$ cat config.mk
export PLATFORM = sky130hd
export DESIGN_NAME = mem_wb_stage
export DESIGN_NICKNAME = d
export VERILOG_FILES = /design/src/rtl/mem_wb_stage.sv
export SDC_FILE = /design/constraint.sdc
export NUM_CORES = 1
export LEC_CHECK = 0
export ABC_CLOCK_PERIOD_IN_PS = 6300
export CAP_MARGIN = 10
export CORE_MARGIN = 2
export CORE_UTILIZATION = 27
export DETAILED_ROUTE_END_ITERATION = 12
export PLACE_DENSITY_LB_ADDON = 0.12
export SYNTH_ARGS = -nofsm -noshare
export SYNTH_HDL_FRONTEND = slang
export SYNTH_SLANG_ARGS = --single-unit
export TNS_END_PERCENT = 30
$ cat constraint.sdc
create_clock -name clk_i -period 6.3 [get_ports clk_i]
set_input_delay 1.26 -clock clk_i [delete_from_list [all_inputs] [get_ports clk_i]]
set_output_delay 1.26 -clock clk_i [all_outputs]
set_load 0.03 [all_outputs]
$ cat src/rtl/mem_wb_stage.sv
// MEM/WB pipeline stage with a multi-cycle data memory. A memory access stalls upstream
// for LATENCY cycles; the writeback register then presents the load or ALU result.
module mem_wb_stage #(
  parameter int unsigned LATENCY    = 2,
  parameter int unsigned DEPTH_LOG2 = 5
) (
  input  logic        clk_i,
  input  logic        rst_i,
  input  logic [31:0] ALU_Res_i,
  input  logic [31:0] Write_Data_i,
  input  logic [4:0]  RdAddr_i,
  input  logic        MemToReg_i,
  input  logic        RegWrite_i,
  input  logic        MemWrite_i,
  output logic        stall_o,
  output logic [31:0] WB_Data_o,
  output logic [4:0]  RdAddr_o,
  output logic        RegWrite_o,
  output logic        err_o
);

  localparam int unsigned Words = 1 << DEPTH_LOG2;

  typedef enum logic [0:0] {StIdle, StBusy} state_e;

  state_e                state_q, state_d;
  logic [2:0]            cnt_q, cnt_d;
  logic [31:0]           mem_q [Words];
  logic [31:0]           wb_data_q, wb_data_d;
  logic [4:0]            rd_q, rd_d;
  logic                  rw_q, rw_d;
  logic                  err_q, err_d;
  logic                  memop;
  logic                  complete;
  logic                  stall;
  logic [DEPTH_LOG2-1:0] idx;

  assign memop = MemToReg_i | MemWrite_i;
  assign idx   = ALU_Res_i[DEPTH_LOG2+1:2];

  always_comb begin
    state_d  = state_q;
    cnt_d    = cnt_q;
    stall    = 1'b0;
    complete = 1'b0;
    case (state_q)
      StIdle: begin
        if (memop) begin
          stall   = 1'b1;
          state_d = StBusy;
          cnt_d   = 3'(LATENCY - 1);
        end else begin
          complete = 1'b1;
        end
      end
      StBusy: begin
        if (cnt_q != 3'd0) begin
          stall = 1'b1;
          cnt_d = cnt_q - 3'd1;
        end else begin
          complete = 1'b1;
          state_d  = StIdle;
        end
      end
      default: state_d = StIdle;
    endcase
  end

  // Outside a completion cycle the stage emits a bubble and holds data/destination.
  always_comb begin
    wb_data_d = wb_data_q;
    rd_d      = rd_q;
    rw_d      = 1'b0;
    err_d     = 1'b0;
    if (complete) begin
      rd_d = RdAddr_i;
      if (MemWrite_i) begin
        rw_d = 1'b0;
      end else if (MemToReg_i) begin
        wb_data_d = mem_q[idx];
        rw_d      = RegWrite_i;
      end else begin
        wb_data_d = ALU_Res_i;
        rw_d      = RegWrite_i;
      end
      if (RdAddr_i == 5'd0) begin
        rw_d = 1'b0;
      end
      err_d = memop & ((MemToReg_i & MemWrite_i) | (|ALU_Res_i[1:0]));
    end
  end

  always_ff @(posedge clk_i or negedge rst_i) begin
    if (!rst_i) begin
      state_q   <= StIdle;
      cnt_q     <= 3'd0;
      wb_data_q <= 32'd0;
      rd_q      <= 5'd0;
      rw_q      <= 1'b0;
      err_q     <= 1'b0;
    end else begin
      state_q   <= state_d;
      cnt_q     <= cnt_d;
      wb_data_q <= wb_data_d;
      rd_q      <= rd_d;
      rw_q      <= rw_d;
      err_q     <= err_d;
    end
  end

  always_ff @(posedge clk_i or negedge rst_i) begin
    if (!rst_i) begin
      for (int i = 0; i < int'(Words); i++) begin
        mem_q[i] <= 32'd0;
      end
    end else if (complete && MemWrite_i) begin
      mem_q[idx] <= Write_Data_i;
    end
  end

  assign stall_o    = stall;
  assign WB_Data_o  = wb_data_q;
  assign RdAddr_o   = rd_q;
  assign RegWrite_o = rw_q;
  assign err_o      = err_q;

endmodule

**After elaboration in Yosys (flattened, before gate mapping)**

Cells that the tools add are included.

- Bits in registers: 1067
- Bits of input ports: 74
- Output and inout bits: 40
- Word-level logic and storage cells: 77

- Add/sub/neg operators: 1
- Order comparisons: 2
- Equality and inequality tests: 2
- Mux-type cells: 20
- Bitwise operators: 7
- Reduce and logical (&&, ||, !) cells: 7

Operator list:

| cell | count |
|---|---|
| $bwmux 1024 | 1 |
| $bmux 32 s5 | 1 |
| $demux 32 s5 | 1 |
| $mux 32 | 4 |
| $mux 1 | 8 |
| $ge 6x6->1 const B | 1 |
| $lt 6x1->1 const B | 1 |
| $mux 3 | 2 |
| $not 5->6 | 1 |
| $pmux 3 s2 | 1 |
| $logic_not 5->1 | 1 |
| $pmux 1 s2 | 2 |
| $reduce_and 2->1 | 2 |
| $reduce_bool 3->1 | 1 |
| $sub 3x1->3 const B | 1 |
| $and 1x1->1 | 2 |
| $logic_and 1x1->1 | 2 |
| $ne 2x1->1 const B | 1 |
| $ne 2x2->1 const B | 1 |
| $not 1->1 | 2 |
| $or 1x1->1 | 2 |
| $reduce_or 2->1 | 1 |

**Logic depth before layout (Yosys ltp)**

- Word-level depth: 6
- Mapped depth: 10
- Depth with buffers taken out: 8

**Least setup slack after synthesis**

Ideal clock, no wire load.

- Kind: input to output
- Start point: in MemToReg_i
- End point: out stall_o
- Data arrival time: 2176 ps
- Required time: 5040 ps
- Setup slack: 2864 ps
- Cell stages on the path: 2
- Buffers on the path: 0
- Cell sequence: nor3_1 a21oi_1

- Word-level cells in the longest chain between the ends: 3

Ends and longest elaborated chain:

| item | line | source |
|---|---|---|
| from (decl) | 12 | `input logic MemToReg_i,` |
| $or 1x1->1 | 38 | `assign memop = MemToReg_i \| MemWrite_i;` |
| $mux 1 | 48 | `if (memop) begin` |
| $pmux 1 s2 | 46 | `case (state_q)` |
| to (decl) | 15 | `output logic stall_o,` |

No other way between the ends.

**Worst setup path in the final report**

- Start point: in MemWrite_i
- End point: out stall_o

- Word-level cells in the longest chain between the ends: 3

Ends and longest elaborated chain:

| item | line | source |
|---|---|---|
| from (decl) | 14 | `input logic MemWrite_i,` |
| $or 1x1->1 | 38 |  |
| $mux 1 | 48 |  |
| $pmux 1 s2 | 46 |  |

No other way between the ends.

==> impl_metrics.ini <==
[timing]
worst_slew_pin_slew_ns = 1.165
min_period_ns = 4.216
max_freq_mhz = 237.2
rsz0062_at_grt = no
timing.hold.ws_ns = 0.4831
clock_skew_ns = 0.02136
fin_crit_sh_pct = 66.92
relSlewSlack_pct = 22.11
setup_viol = 0
fin_setup_tns_ns = 0
hold_viol_final = 0
slew_violations = 0

[clocking]
cts.path.max_buffers = 3
cts_tree = yes
clkSinkCount = 1067
numCtsBuffers = 130
holdBufCountCts = 0
ctsResizeCount = 0
cts_setup_buffers = 0
clkTransAtPathRegs_ns = 0.06
cts_root_buf = clkbuf_16
clk_latency_ns = 0.78
htreeDepth = 4

[critical_path]
path_buf_inv = 2
worstPathCellList = clkdlybuf4s50_1, nor3_1, a21oi_2, clkdlybuf4s50_1
cpPeakStageDelay_ns = 0.76
crit_top_cell = clkdlybuf4s50_1
crit_fanout = 4
cpLargestDelayFamily = buffers and inverters
crit_path_start_kind = primary input
slowest_stage = clkdlybuf4s50_1
cp_data_arrival_time_ns = 2.96
worst-setup-path-type = primary input to primary output
endpoint_kind = primary output
required_ns = 5.04

[synth]
yosysWarnings = 0
synth_sequential_area_ratio_pct = 55.23
ys_types = 52
syn_area_um2 = 48340
synthCells = 3312
synthFlopType = dfrtp_1
synthArstFlopShare_pct = 100.0
syn_avg_cell_area_um2 = 14.60
synth_edf_count = 0
ys_seq_elements = 1067
synthesis.nets = 3388

[floorplan]
die-height_um = 427.1
row_count = 155
die_area_um2 = 182500
boundaryPins = 114
fp.coreArea_um2 = 178200
die_width_um = 427.1
initial_utilization_pct = 27.12

[grt]
grtUsageTotal_pct = 18.69
grt.overflow.total = 0
grt_pass1_vias = 30900
antenna_found_initial = 6
grt_pass1_wl_um = 243500
grt_max_degree = 166

[cells_and_area]
nets = 3444
final_cell_mix = dfrtp_1 (1,067), mux2_2 (999), mux2i_1 (219)
diodes = 0
layout.cells.non_filler = 5822
synthToLayoutAreaGrowth_pct = 17.19
final_common_cell = dfrtp_1
drive_gt1_share_pct = 44.27

[power_and_ir_drop]
ir_worst_vdd_mv = 0.1574
total_power_uw = 20140
powerDensity_nw_per_um2 = 355.4
p_leak_uw = 0.02643

[route]
ant_nets = 0
drc = 0
wl_um = 168200
dr.pass1.iters = 4
vias = 28870
viasPerCell = 4.958
drt_iter0_drc = 1753
post_drt_wl_per_cell_um = 28.89

[placement]
place.gp.congestion = 0.7333
dp.cells = 5590
port_buffers = 113
dp_hpwl_um = 99670

[outcome]
outcome = finished clean

[worst_hold_path]
hold_class = register to register

[flow_run]
cap_violations = 0
-- worst paths after layout --
kind                            start         end  slack (ns)  cells after the start
max                        MemWrite_i     stall_o        2.08                      4
min                        mem_q[118]  mem_q[118]        0.48                      1
max reg2reg                  cnt_q[0]  mem_q[755]        2.46                      8
min reg2reg                mem_q[118]  mem_q[118]        0.48                      1
max in group asynchronous       rst_i  mem_q[831]        4.21                      2
min in group asynchronous       rst_i  mem_q[481]        0.54                      1
-- per-stage QoR --
stage          worst slack, ns  instance area, um^2  utilization (%)
3_5_place_dp             1.637                52360            29.38
2_1_floorplan            2.864                48340                -
3_3_place_gp             1.675                52360            29.38
5_1_grt                  2.039                56660            31.79
4_1_cts                  2.074                56630            31.77
6_report                 2.084                56660            31.79
-- kinds of logic after synthesis --
logic type	count (synthesis)	synth area share, %
AND/OR/NAND/NOR	257	2.707
buffers and inverters	321	3.137
adder cells (fa/ha/maj)	3	0.07246
AO/OA/AOI/OAI	271	3.665
multiplexers	1393	35.19
flip-flops	1067	55.23
-- routing by layer --
metal	routed length, um	vias to the layer above	track usage [%]
met5	0	-	0
met4	3600	0	4.777
met3	4285	178	2.569
met2	80400	384	30.41
met1	79910	15950	26.13
li1	-	12360	-
-- synthesized netlist by cell type (all sizes together) (2+ instances only) --
cell type | count | area share, %
and2 | 3 | 0.039
nand2 | 69 | 0.54
nand3 | 16 | 0.17
o21ai | 57 | 0.59
and3 | 2 | 0.026
a22o | 10 | 0.18
nand4bb | 4 | 0.093
inv | 7 | 0.054
a221oi | 7 | 0.13
nand2b | 7 | 0.091
ha | 2 | 0.052
mux2 | 1032 | 24
a31oi | 21 | 0.27
a211oi | 9 | 0.14
nor3 | 9 | 0.16
buf | 182 | 2.1
nand4 | 2 | 0.026
nor3b | 4 | 0.062
nor2 | 84 | 0.71
a311oi | 8 | 0.14
o221ai | 2 | 0.036
dfrtp | 1067 | 55
o22ai | 66 | 0.85
mux4 | 142 | 6.6
nand4b | 4 | 0.072
nor2b | 13 | 0.17
a22oi | 32 | 0.50
clkbuf | 132 | 1.0
mux2i | 219 | 4.5
or4 | 8 | 0.12
o221a | 13 | 0.30
or3 | 6 | 0.078
a21oi | 41 | 0.42
nor4 | 22 | 0.28
-- final cells by class --
| type | instances | area (um^2) |
|---|---|---|
| tap | 2355 | 2947 |
| clock buffer | 200 | 3974 |
| multi-input combinational | 1924 | 20420 |
| fill | 17600 | 121600 |
| timing repair buffer | 238 | 2290 |
| clock inverter | 31 | 294.0 |
| inverter | 7 | 26.28 |
| sequential | 1067 | 26700 |
-- where the power goes --
part	leakage, uW	internal [uW]	total [uW]	switching, uW
clock network	0.00211	4440	7550	3110
registers	0.0146	8270	9000	730
logic	0.00974	1870	3590	1720
total	0.0264	14600	20100	5560
-- sequential cells by signal, summed over array words and instances (netlist names) --
register / cells
RegWrite_o: 1
RdAddr_o: 5
cnt_q: 3
WB_Data_o: 32
mem_q: 1024
err_o: 1
state_q: 1
Note: power is estimated with default switching activity, not from simulation.
